File: config.mk
export PLATFORM = sky130hd
export DESIGN_NAME = cu_state_sequencer_flat
export DESIGN_NICKNAME = d
export VERILOG_FILES = /design/src/rtl/cu_pkg.sv /design/src/rtl/cu_state_sequencer_if.sv /design/src/rtl/cu_next_state.sv /design/src/rtl/cu_state_sequencer.sv /design/src/flat_wrapper.sv
export SDC_FILE = /design/constraint.sdc
export NUM_CORES = 1
export LEC_CHECK = 0
export ABC_AREA = 1
export CORE_MARGIN = 1
export CORE_UTILIZATION = 53
export DETAILED_ROUTE_END_ITERATION = 10
export GPL_TIMING_DRIVEN = 0
export MAX_ROUTING_LAYER = met4
export PLACE_DENSITY = 0.81
export REMOVE_ABC_BUFFERS = 1
export SYNTH_ARGS = -nofsm -noshare
export SYNTH_HDL_FRONTEND = slang
export SYNTH_SLANG_ARGS = --single-unit
File: constraint.sdc
create_clock -name CLK -period 2.4 [get_ports CLK]
set_input_delay 0.36 -clock CLK [delete_from_list [all_inputs] [get_ports CLK]]
set_output_delay 0.36 -clock CLK [all_outputs]
set_load 0.03 [all_outputs]
File: src/rtl/cu_pkg.sv
// Shared encodings for the control-unit sequencer and the downstream output decoder.
// Both blocks import this package, so state and opcode values cannot drift apart.
package cu_pkg;

   typedef enum logic [2:0] {
      S_IF   = 3'b000,
      S_ID   = 3'b001,
      S_EXE  = 3'b010,
      S_WB   = 3'b011,
      S_MEM  = 3'b100,
      S_HALT = 3'b111
   } state_t;

   localparam logic [5:0] OP_ADD  = 6'b000000;
   localparam logic [5:0] OP_SUB  = 6'b000001;
   localparam logic [5:0] OP_ADDI = 6'b000010;
   localparam logic [5:0] OP_OR   = 6'b010000;
   localparam logic [5:0] OP_AND  = 6'b010001;
   localparam logic [5:0] OP_ORI  = 6'b010010;
   localparam logic [5:0] OP_SLL  = 6'b011000;
   localparam logic [5:0] OP_SLT  = 6'b100110;
   localparam logic [5:0] OP_SLTI = 6'b100111;
   localparam logic [5:0] OP_SW   = 6'b110000;
   localparam logic [5:0] OP_LW   = 6'b110001;
   localparam logic [5:0] OP_BEQ  = 6'b110100;
   localparam logic [5:0] OP_BNE  = 6'b110101;
   localparam logic [5:0] OP_BGTZ = 6'b110110;
   localparam logic [5:0] OP_J    = 6'b111000;
   localparam logic [5:0] OP_JR   = 6'b111001;
   localparam logic [5:0] OP_JAL  = 6'b111010;
   localparam logic [5:0] OP_HALT = 6'b111111;

   typedef enum logic [2:0] {
      C_ALU,
      C_MEM,
      C_BR,
      C_JMP,
      C_HALT,
      C_UNDEF
   } iclass_t;

   function automatic iclass_t op_class(input logic [5:0] op);
      iclass_t c;
      case (op)
         OP_ADD, OP_SUB, OP_ADDI, OP_OR, OP_AND,
         OP_ORI, OP_SLL, OP_SLT, OP_SLTI:  c = C_ALU;
         OP_SW, OP_LW:                     c = C_MEM;
         OP_BEQ, OP_BNE, OP_BGTZ:          c = C_BR;
         OP_J, OP_JR, OP_JAL:              c = C_JMP;
         OP_HALT:                          c = C_HALT;
         default:                          c = C_UNDEF;
      endcase
      return c;
   endfunction

endpackage

File: src/rtl/cu_state_sequencer_if.sv
// Sequencer bus: instruction/memory inputs toward the sequencer, state and debug status back.
interface cu_state_sequencer_if #(
   parameter int CNT_W = 32
);
   // MemReady is a level-sampled ready: it is only looked at while State is sMEM, and a
   // cycle with MemReady=1 there completes the access at that clock edge; MemReady=0 stalls.
   logic [5:0]       Opcode;
   logic             MemReady;
   logic [2:0]       State;
   logic             InstrDone;
   logic             Halted;
   logic             IllegalOp;
   logic [CNT_W-1:0] RetireCount;
   logic [CNT_W-1:0] CycleCount;

   modport master (
      output Opcode, MemReady,
      input  State, InstrDone, Halted, IllegalOp, RetireCount, CycleCount
   );

   modport slave (
      input  Opcode, MemReady,
      output State, InstrDone, Halted, IllegalOp, RetireCount, CycleCount
   );
endinterface

File: src/rtl/cu_next_state.sv
// Combinational next-state logic: picks the successor state from opcode class and
// MemReady, and flags completion edges and undefined-opcode decodes.
module cu_next_state
   import cu_pkg::*;
(
   input  logic [2:0] i_state,
   input  logic [5:0] i_opcode,
   input  logic       i_mem_ready,
   output state_t     o_next_state,
   output logic       o_complete,
   output logic       o_illegal
);

   iclass_t w_class;

   assign w_class = op_class(i_opcode);

   always_comb begin
      o_next_state = S_IF;
      o_complete   = 1'b0;
      o_illegal    = 1'b0;
      case (i_state)
         S_IF: begin
            o_next_state = S_ID;
         end
         S_ID: begin
            case (w_class)
               C_ALU, C_MEM, C_BR: o_next_state = S_EXE;
               C_JMP: begin
                  o_next_state = S_IF;
                  o_complete   = 1'b1;
               end
               C_HALT: begin
                  o_next_state = S_HALT;
                  o_complete   = 1'b1;
               end
               default: begin
                  // Undefined opcode retires as a nop and raises the sticky flag.
                  o_next_state = S_IF;
                  o_complete   = 1'b1;
                  o_illegal    = 1'b1;
               end
            endcase
         end
         S_EXE: begin
            case (w_class)
               C_ALU:   o_next_state = S_WB;
               C_MEM:   o_next_state = S_MEM;
               default: begin
                  o_next_state = S_IF;
                  o_complete   = 1'b1;
               end
            endcase
         end
         S_MEM: begin
            if (!i_mem_ready) begin
               o_next_state = S_MEM;
            end else if (i_opcode == OP_LW) begin
               o_next_state = S_WB;
            end else begin
               o_next_state = S_IF;
               o_complete   = 1'b1;
            end
         end
         S_WB: begin
            o_next_state = S_IF;
            o_complete   = 1'b1;
         end
         S_HALT: begin
            o_next_state = S_HALT;
         end
         default: begin
            // 101/110 recover quietly to fetch with no completion or flag.
            o_next_state = S_IF;
         end
      endcase
   end

endmodule

File: src/rtl/cu_state_sequencer.sv
// Multi-cycle control-unit sequencer: state register, InstrDone pulse, sticky
// illegal-opcode flag and retire/cycle debug counters.
module cu_state_sequencer
   import cu_pkg::*;
#(
   parameter int CNT_W = 32
) (
   input logic                  CLK,
   input logic                  Reset,
   cu_state_sequencer_if.slave  bus
);

   logic [2:0]       r_state;
   logic             r_instr_done;
   logic             r_illegal;
   logic [CNT_W-1:0] r_retire;
   logic [CNT_W-1:0] r_cycle;

   state_t           w_next_state;
   logic             w_complete;
   logic             w_illegal;

   cu_next_state u_next_state (
      .i_state      (r_state),
      .i_opcode     (bus.Opcode),
      .i_mem_ready  (bus.MemReady),
      .o_next_state (w_next_state),
      .o_complete   (w_complete),
      .o_illegal    (w_illegal)
   );

   always_ff @(posedge CLK or posedge Reset) begin
      if (Reset) begin
         r_state <= S_IF;
      end else begin
         r_state <= w_next_state;
      end
   end

   always_ff @(posedge CLK or posedge Reset) begin
      if (Reset) begin
         r_instr_done <= 1'b0;
         r_illegal    <= 1'b0;
         r_retire     <= '0;
         r_cycle      <= '0;
      end else begin
         r_instr_done <= w_complete;
         r_illegal    <= r_illegal | w_illegal;
         if (w_complete) begin
            r_retire <= r_retire + CNT_W'(1);
         end
         // The entry edge into sHALT still counts; only cycles spent in sHALT are frozen.
         if (r_state != S_HALT) begin
            r_cycle <= r_cycle + CNT_W'(1);
         end
      end
   end

   assign bus.State       = r_state;
   assign bus.InstrDone   = r_instr_done;
   assign bus.Halted      = (r_state == S_HALT);
   assign bus.IllegalOp   = r_illegal;
   assign bus.RetireCount = r_retire;
   assign bus.CycleCount  = r_cycle;

endmodule

File: src/flat_wrapper.sv
// flat-port wrapper written by rule: the top's interface ports become plain ports
module cu_state_sequencer_flat import cu_pkg::*;
#(
   parameter int CNT_W = 32
)
  (CLK, Reset, bus_Opcode, bus_MemReady, bus_State, bus_InstrDone, bus_Halted, bus_IllegalOp, bus_RetireCount, bus_CycleCount);
  cu_state_sequencer_if #(.CNT_W(CNT_W)) bus_i ();
  input logic CLK;
  input logic Reset;
  input wire logic [$bits(bus_i.Opcode)-1:0] bus_Opcode;
  input wire logic [$bits(bus_i.MemReady)-1:0] bus_MemReady;
  output wire logic [$bits(bus_i.State)-1:0] bus_State;
  output wire logic [$bits(bus_i.InstrDone)-1:0] bus_InstrDone;
  output wire logic [$bits(bus_i.Halted)-1:0] bus_Halted;
  output wire logic [$bits(bus_i.IllegalOp)-1:0] bus_IllegalOp;
  output wire logic [$bits(bus_i.RetireCount)-1:0] bus_RetireCount;
  output wire logic [$bits(bus_i.CycleCount)-1:0] bus_CycleCount;
  assign bus_i.Opcode = bus_Opcode;
  assign bus_i.MemReady = bus_MemReady;
  assign bus_State = bus_i.State;
  assign bus_InstrDone = bus_i.InstrDone;
  assign bus_Halted = bus_i.Halted;
  assign bus_IllegalOp = bus_i.IllegalOp;
  assign bus_RetireCount = bus_i.RetireCount;
  assign bus_CycleCount = bus_i.CycleCount;
  cu_state_sequencer #(.CNT_W(CNT_W)) u_core (.CLK(CLK), .Reset(Reset), .bus(bus_i));
endmodule
==> run_summary.xml, run 1 <==
<?xml version="1.0" encoding="UTF-8"?>
<metrics>
  <group name="pwr">
    <metric name="p_total" unit="mW">4.10</metric>
    <metric name="power.leakage" unit="nW">2.56</metric>
    <metric name="power_switching" unit="mW">1.69</metric>
    <metric name="worst_ir_drop_vdd" unit="mV">0.782</metric>
    <metric name="power_frac_comb" unit="">0.378</metric>
    <metric name="cell_int_power" unit="mW">2.41</metric>
    <metric name="power_switching_share" unit="">0.413</metric>
    <metric name="clockPowerShare" unit="">0.260</metric>
    <metric name="pwr-share-seq" unit="">0.363</metric>
    <metric name="power.density_cell_area" unit="nW/um^2">773</metric>
  </group>
  <group name="global_routing">
    <metric name="grt.total_usage" unit="">0.248</metric>
    <metric name="wire_length_of_the_first_global_routing_pass" unit="mm">16.2</metric>
    <metric name="overflow" unit="">0</metric>
    <metric name="grt_antenna_before_repair" unit="">0</metric>
    <metric name="grt_max_degree" unit="">70</metric>
    <metric name="first_global_vias" unit="">3544</metric>
  </group>
  <group name="worst_setup_path">
    <metric name="setup.worst_path.start_class" unit="">primary input</metric>
    <metric name="worst-r2r-cell-count" unit="">8</metric>
    <metric name="cp_data_required_time" unit="ns">2.66</metric>
    <metric name="critPathArrivalTime" unit="ns">2.44</metric>
    <metric name="worstSetupEndpointType" unit="">flop</metric>
    <metric name="worst-setup-path-type" unit="">in2reg</metric>
    <metric name="crit_fanout" unit="">16</metric>
  </group>
  <group name="clock_network">
    <metric name="cts-root-buf" unit="">sky130_fd_sc_hd__clkbuf_8</metric>
    <metric name="tritoncts" unit="">yes</metric>
    <metric name="hold_fix_buffer_count_after_cts" unit="">0</metric>
    <metric name="post_cts_buffers" unit="">0</metric>
    <metric name="cts_resized" unit="">0</metric>
    <metric name="ctsHtreeMaxLevel" unit="">3</metric>
    <metric name="clk_pin_slew" unit="ns">0.08</metric>
    <metric name="tritoncts.num_buffers" unit="">9</metric>
    <metric name="latest_clock_arrival_within_the_worst_skew_pair" unit="ns">0.33</metric>
    <metric name="buffer_levels_on_the_longest_clock_path" unit="">2</metric>
    <metric name="clock_sink_count" unit="">69</metric>
  </group>
  <group name="routing">
    <metric name="iteration_count_of_the_initial_detailed_routing_pass" unit="">4</metric>
    <metric name="detailroute.via_count" unit="">3825</metric>
    <metric name="post_drt_via_cell_ratio" unit="">5.18</metric>
    <metric name="detail_route.drc_violations" unit="">0</metric>
    <metric name="drt_first_iter_violations" unit="">222</metric>
    <metric name="wl_per_cell" unit="um">13.5</metric>
    <metric name="antenna_left" unit="">0</metric>
    <metric name="wl" unit="mm">9.93</metric>
  </group>
  <group name="floorplanning">
    <metric name="die_width" unit="um">91.4</metric>
    <metric name="core_area" unit="um^2">7730</metric>
    <metric name="row_count" unit="">32</metric>
    <metric name="fp.dieH" unit="um">91.4</metric>
    <metric name="boundaryPins" unit="">79</metric>
    <metric name="die_outline_area" unit="um^2">8350</metric>
    <metric name="start_util" unit="">0.548</metric>
  </group>
  <group name="logic_synthesis">
    <metric name="syn_inst" unit="">550</metric>
    <metric name="synth_edf_count" unit="">0</metric>
    <metric name="synth_seq_cells" unit="">69</metric>
    <metric name="async_reset_ff_frac" unit="">1.00</metric>
    <metric name="synthesis.area" unit="um^2">4230</metric>
    <metric name="synth_xor_area_frac" unit="">0.114</metric>
    <metric name="muxShareOfSynthArea" unit="">0</metric>
    <metric name="synth_cell_type_count" unit="">35</metric>
    <metric name="synth_compound_area_frac" unit="">0.0163</metric>
    <metric name="synth.avg_cell_area" unit="um^2">7.70</metric>
    <metric name="synth_simple_gate_area_share" unit="">0.379</metric>
    <metric name="ys.warnings.count" unit="">0</metric>
    <metric name="synth_fa_ha_area_frac" unit="">0.00591</metric>
    <metric name="yosysSeqAreaShare" unit="">0.408</metric>
    <metric name="yosys_most_used_dff" unit="">sky130_fd_sc_hd__dfrtp_1</metric>
    <metric name="synth_top_family_by_area" unit="">simple AND/OR/NAND/NOR gates</metric>
  </group>
  <group name="finish">
    <metric name="layout-drive-gt1-share" unit="">0.0896</metric>
    <metric name="num_antenna_cells" unit="">0</metric>
    <metric name="multiInputGateArea" unit="um^2">2210</metric>
    <metric name="areaGrowthSynthToFinish" unit="%">25.2</metric>
    <metric name="final_cell_area" unit="um^2">5300</metric>
    <metric name="register_area" unit="um^2">1730</metric>
    <metric name="design.final.nets" unit="">642</metric>
    <metric name="fillerInstances" unit="">659</metric>
  </group>
  <group name="min_path">
    <metric name="hold_depth" unit="">1</metric>
    <metric name="worst_hold_path_type" unit="">reg2reg</metric>
  </group>
  <group name="placed_design">
    <metric name="place.gp.congestion" unit="">0.901</metric>
    <metric name="io_buffer_count" unit="">78</metric>
    <metric name="detailedPlacementHpwl" unit="mm">6.88</metric>
    <metric name="placedInstanceArea" unit="um^2">5050</metric>
    <metric name="dp_slack" unit="ns">-0.156</metric>
  </group>
  <group name="sta">
    <metric name="max_slew.worst_pin.slew" unit="ns">0.866</metric>
    <metric name="fmaxAchievable" unit="GHz">0.459</metric>
    <metric name="post-route-period-util" unit="">0.907</metric>
    <metric name="layout_min_cycle_time" unit="ns">2.18</metric>
    <metric name="finClkSkew" unit="ns">0.00731</metric>
    <metric name="timing.max_slew.rel_slack" unit="">0.423</metric>
    <metric name="hold_viol" unit="">0</metric>
    <metric name="slew_violations" unit="">0</metric>
    <metric name="unrepaired_setup_endpoints_after_global_routing" unit="">false</metric>
    <metric name="finalSetupTns" unit="ns">0</metric>
    <metric name="setup_ws" unit="ns">0.222</metric>
    <metric name="setup_viol_count_final" unit="">0</metric>
  </group>
  <group name="status">
    <metric name="run_status" unit="">finished clean</metric>
  </group>
  <group name="job">
    <metric name="maxCapViolCount" unit="">0</metric>
  </group>
</metrics>
flip-flops by register name, indices dropped and copies added (netlist names):
signal and flops:
u_core.bus.CycleCount 32, u_core.bus.RetireCount 32, u_core.bus.State 3, u_core.bus.IllegalOp 1
u_core.bus.InstrDone 1
path summary, 6_finish.rpt:
kind,startpoint,endpoint,slack (ns)
max,bus_Opcode[1],u_core.bus.RetireCount[28]$_DFFE_PP0P_,0.22
min,u_core.bus.IllegalOp$_DFF_PP0_,u_core.bus.IllegalOp$_DFF_PP0_,0.47
max reg2reg,u_core.bus.State[0]$_DFF_PP0_,u_core.bus.RetireCount[28]$_DFFE_PP0P_,0.49
min reg2reg,u_core.bus.IllegalOp$_DFF_PP0_,u_core.bus.IllegalOp$_DFF_PP0_,0.47
max in group asynchronous,Reset,u_core.bus.RetireCount[28]$_DFFE_PP0P_,1.28
min in group asynchronous,Reset,u_core.bus.CycleCount[9]$_DFFE_PP0N_,0.56
Yosys cell counts (4+ instances only):
cell type,number,share of area
sky130_fd_sc_hd__xor2_1,36,0.074
sky130_fd_sc_hd__nand3_1,60,0.071
sky130_fd_sc_hd__nor2_2,5,0.0074
sky130_fd_sc_hd__inv_1,56,0.050
sky130_fd_sc_hd__inv_2,5,0.0044
sky130_fd_sc_hd__nand2_2,12,0.018
sky130_fd_sc_hd__nand2_1,171,0.15
sky130_fd_sc_hd__nor2_1,48,0.043
sky130_fd_sc_hd__nor3_1,14,0.017
sky130_fd_sc_hd__nand3_2,4,0.0095
sky130_fd_sc_hd__dfrtp_1,69,0.41
sky130_fd_sc_hd__xnor2_1,19,0.039
sky130_fd_sc_hd__nand4_1,12,0.018
sky130_fd_sc_hd__buf_6,6,0.016
power groups by stage:
stage	combinational, mW	clock, mW	sequential [mW]
final	1.55	1.06	1.49
after global routing	1.67	1.13	1.51
after CTS	1.45	1.08	1.49
after detailed placement	1.45	0	1.50
after global placement	1.41	0	1.50
after floorplan	0.729	0	1.72
cell families (layout without fill, tap and decap cells):
kind of cell,after synthesis,after routing
adders and majority gates,2,2
xor gates and xnor gates,55,55
AOI/OAI and AO/OA,9,10
buffers and inverters,71,155
and+or+nand+nor,344,345
DFF,69,69
routing by layer:
metal / global-route usage / vias to the layer above / wire length (um)
met5: - / - / 0
met4: 0.0661 / 0 / 91
met3: 0.0436 / 11 / 550
met2: 0.412 / 116 / 4890
met1: 0.313 / 1791 / 4400
li1: - / 1907 / -
critical path, cell delays in order:
cell and delay, ns:
sky130_fd_sc_hd__clkdlybuf4s50_1 0.55, sky130_fd_sc_hd__nand2_1 0.09, sky130_fd_sc_hd__o21ai_2 0.15, sky130_fd_sc_hd__nand3_2 0.12, sky130_fd_sc_hd__nand2_2 0.12, sky130_fd_sc_hd__nand2_2 0.11
sky130_fd_sc_hd__a21oi_2 0.68, sky130_fd_sc_hd__nand3_1 0.14, sky130_fd_sc_hd__nand2_1 0.12
area by class of cell:
class | count | share of cell area
sequential | 69 | 0.326
multi-input combinational | 412 | 0.416
clock buffer | 10 | 0.0260
inverter | 61 | 0.0437
clock inverter | 6 | 0.0163
tap | 102 | 0.0241
timing repair buffer | 78 | 0.148
cells in the final DEF (no fill, tap or decap), drive strengths merged, types with 3 or more instances in the layout:
cell type	netlist	layout
dfrtp	69	69
nor2	57	57
xnor2	19	19
clkdlybuf4s50	0	77
o21ai	4	4
a21oi	2	3
clkbuf	1	10
nand3	66	67
nor3	17	17
nand2	184	184
inv	61	61
nand4	12	12
clkinv	0	3
xor2	36	36
nor4	3	3
per-stage QoR:
| step | hold WS (ns) | util | std cells |
|---|---|---|---|
| global route | 0.495 | 0.686 | 738 |
| global placement | 0.450 | 0.653 | 720 |
| finish | 0.470 | 0.686 | 738 |
| floorplan | 0.590 | - | 540 |
| CTS | 0.477 | 0.682 | 736 |
| detailed placement | 0.460 | 0.653 | 720 |
Power figures use the tool's default switching activity.
==> run 2: changes to the inputs <==
==> constraint.sdc (replaced) <==
create_clock -name CLK -period 2.4 [get_ports CLK]
set_input_delay 0.48 -clock CLK [delete_from_list [all_inputs] [get_ports CLK]]
set_output_delay 0.48 -clock CLK [all_outputs]
set_load 0.03 [all_outputs]
==> run 2 against run 1 <==
Net effect:
- combinational power is essentially flat
- wire length up 0.70%
- core utilization about the same
- final area hardly changed
- critical path depth grew 1
- non-clock buffer count did not move
- clock skew shrank 0.0014 ns
- worst hold slack is essentially flat
- sequential cell count unchanged
- clock power about the same
- sequential share of layout area about the same
- register-to-register slack about the same
- largest power group unchanged
==> run_summary.xml, run 2 (synthesized netlist as in run 1, its figures left out) <==
<?xml version="1.0" encoding="UTF-8"?>
<metrics>
  <group name="pwr">
    <metric name="power.leakage" unit="nW">2.55</metric>
    <metric name="power.density_cell_area" unit="nW/um^2">775</metric>
    <metric name="p_total" unit="mW">4.11</metric>
    <metric name="worst_ir_drop_vdd" unit="mV">0.782</metric>
  </group>
  <group name="finish">
    <metric name="mostFrequentLayoutCells" unit="">sky130_fd_sc_hd__nand2_1 (171), sky130_fd_sc_hd__clkdlybuf4s50_1 (77), sky130_fd_sc_hd__dfrtp_1 (69), sky130_fd_sc_hd__nand3_1 (60), sky130_fd_sc_hd__inv_1 (55)</metric>
    <metric name="fillerInstances" unit="">659</metric>
    <metric name="layout-drive-gt1-share" unit="">0.0896</metric>
    <metric name="register_area" unit="um^2">1730</metric>
    <metric name="areaGrowthSynthToFinish" unit="%">25.3</metric>
    <metric name="design.final.nets" unit="">642</metric>
    <metric name="final_common_cell" unit="">sky130_fd_sc_hd__nand2_1</metric>
    <metric name="post-route-util" unit="">0.686</metric>
    <metric name="multiInputGateArea" unit="um^2">2210</metric>
    <metric name="final-instance-count-excl-fill" unit="">738</metric>
    <metric name="num_antenna_cells" unit="">0</metric>
  </group>
  <group name="sta">
    <metric name="unrepaired_setup_endpoints_after_global_routing" unit="">false</metric>
    <metric name="timing.max_slew.rel_slack" unit="">0.431</metric>
    <metric name="finalSetupTns" unit="ns">0</metric>
    <metric name="hold_viol" unit="">0</metric>
    <metric name="setup_viol_count_final" unit="">0</metric>
    <metric name="layout_min_cycle_time" unit="ns">2.22</metric>
    <metric name="slew_violations" unit="">0</metric>
    <metric name="max_slew.worst_pin.slew" unit="ns">0.854</metric>
    <metric name="fmaxAchievable" unit="GHz">0.451</metric>
    <metric name="post-route-period-util" unit="">0.923</metric>
    <metric name="finClkSkew" unit="ns">0.00586</metric>
  </group>
  <group name="floorplanning">
    <metric name="die_width" unit="um">91.4</metric>
    <metric name="boundaryPins" unit="">79</metric>
    <metric name="start_util" unit="">0.548</metric>
    <metric name="core_area" unit="um^2">7730</metric>
    <metric name="die_outline_area" unit="um^2">8350</metric>
    <metric name="row_count" unit="">32</metric>
    <metric name="fp.dieH" unit="um">91.4</metric>
  </group>
  <group name="clock_network">
    <metric name="clock_sink_count" unit="">69</metric>
    <metric name="cts-root-buf" unit="">sky130_fd_sc_hd__clkbuf_8</metric>
    <metric name="tritoncts" unit="">yes</metric>
    <metric name="post_cts_buffers" unit="">0</metric>
    <metric name="buffer_levels_on_the_longest_clock_path" unit="">2</metric>
    <metric name="clk_pin_slew" unit="ns">0.08</metric>
    <metric name="hold_fix_buffer_count_after_cts" unit="">0</metric>
    <metric name="ctsHtreeMaxLevel" unit="">3</metric>
    <metric name="tritoncts.num_buffers" unit="">9</metric>
    <metric name="latest_clock_arrival_within_the_worst_skew_pair" unit="ns">0.33</metric>
  </group>
  <group name="placed_design">
    <metric name="placedCellCount" unit="">720</metric>
    <metric name="detailedPlacementHpwl" unit="mm">6.88</metric>
    <metric name="io_buffer_count" unit="">78</metric>
    <metric name="place.gp.congestion" unit="">0.901</metric>
  </group>
  <group name="job">
    <metric name="maxCapViolCount" unit="">0</metric>
  </group>
  <group name="worst_setup_path">
    <metric name="worstSetupEndpointType" unit="">flop</metric>
    <metric name="worstPathCellList" unit="">clkdlybuf4s50_1, nand2_1, o21ai_2, nand3_2, nand2_2, nand2_2, nand2_4, nand3_4, nand2_1, nand2_1</metric>
    <metric name="slowest_delay" unit="ns">0.55</metric>
    <metric name="critPathArrivalTime" unit="ns">2.44</metric>
    <metric name="slowest_stage" unit="">sky130_fd_sc_hd__clkdlybuf4s50_1</metric>
    <metric name="setup.worst_path.start_class" unit="">primary input</metric>
    <metric name="worst-setup-path-type" unit="">in2reg</metric>
    <metric name="cp_data_required_time" unit="ns">2.62</metric>
    <metric name="worst_path_most_repeated_cell" unit="">sky130_fd_sc_hd__nand2_1</metric>
    <metric name="crit_fanout" unit="">34</metric>
  </group>
  <group name="min_path">
    <metric name="worst_hold_path_type" unit="">reg2reg</metric>
  </group>
  <group name="global_routing">
    <metric name="wire_length_of_the_first_global_routing_pass" unit="mm">16.2</metric>
    <metric name="grt.total_usage" unit="">0.248</metric>
    <metric name="grt_antenna_before_repair" unit="">0</metric>
    <metric name="overflow" unit="">0</metric>
    <metric name="first_global_vias" unit="">3544</metric>
    <metric name="grt_max_degree" unit="">70</metric>
  </group>
  <group name="routing">
    <metric name="detail_route.drc_violations" unit="">0</metric>
    <metric name="wl" unit="mm">10.0</metric>
    <metric name="iteration_count_of_the_initial_detailed_routing_pass" unit="">5</metric>
    <metric name="wl_per_cell" unit="um">13.6</metric>
    <metric name="detailroute.via_count" unit="">3841</metric>
    <metric name="drt_first_iter_violations" unit="">284</metric>
    <metric name="post_drt_via_cell_ratio" unit="">5.20</metric>
    <metric name="antenna_left" unit="">0</metric>
  </group>
  <group name="status">
    <metric name="run_status" unit="">finished clean</metric>
  </group>
</metrics>
-- run 2: final timing paths --
| kind | end | slack [ns] | cells past startpoint | start |
|---|---|---|---|---|
| worst max-delay path | u_core.bus.RetireCount[17]$_DFFE_PP0P_ | 0.18 | 10 | bus_Opcode[1] |
| worst min-delay path | u_core.bus.IllegalOp$_DFF_PP0_ | 0.47 | 1 | u_core.bus.IllegalOp$_DFF_PP0_ |
| worst max register to register | u_core.bus.RetireCount[17]$_DFFE_PP0P_ | 0.49 | 5 | u_core.bus.State[2]$_DFF_PP0_ |
| worst min register to register | u_core.bus.IllegalOp$_DFF_PP0_ | 0.47 | 1 | u_core.bus.IllegalOp$_DFF_PP0_ |
| max in group asynchronous | u_core.bus.RetireCount[21]$_DFFE_PP0P_ | 1.16 | 2 | Reset |
| min in group asynchronous | u_core.bus.CycleCount[9]$_DFFE_PP0N_ | 0.69 | 2 | Reset |
-- run 2: layout make-up --
class / instances / area share
multi-input cells: 412 / 0.418
well taps: 102 / 0.0241
repair buffers: 78 / 0.147
clock inverters: 6 / 0.0163
clock buffers: 10 / 0.0259
inverters: 61 / 0.0436
flip-flops and latches: 69 / 0.326
-- run 2: power by group --
group          internal [mW]  switching, mW  leakage, nW
clock                  0.612          0.453        0.112
sequential              1.30          0.188        0.934
combinational          0.500           1.06         1.50
total                   2.41           1.70         2.55
-- run 2: worst max-delay path, delay by kind of cell --
kind	cells	cell delay, ns
and+or+nand+nor	8	1.27
buffers and inverters	1	0.55
AOI/OAI and AO/OA	1	0.15
-- run 2: timing repair --
item | 4_1_cts | 5_1_grt
pin swaps | 0 | 2
endpoints found under the setup margin | 1 | 33
gates cloned | 0 | 2
resized for setup | 1 | 2
-- run 2: through the flow --
stage                     instance area, um^2  setup slack [ns]  hold slack, ns
after global routing                     5300           0.00553           0.495
after CTS                                5270            0.0778           0.477
after global placement                   5040            -0.980           0.450
after detailed placement                 5050            -0.276           0.460
after floorplan                          4140             0.180           0.636
final                                    5300             0.185           0.470
-- run 2: metal layers --
metal | GRT usage | vias to the layer above | part of all wire
li1 | - | 1912 | -
met3 | 0.0436 | 10 | 0.064
met4 | 0.0661 | 0 | 0.0087
met2 | 0.412 | 135 | 0.49
met1 | 0.313 | 1784 | 0.43
met5 | - | - | 0
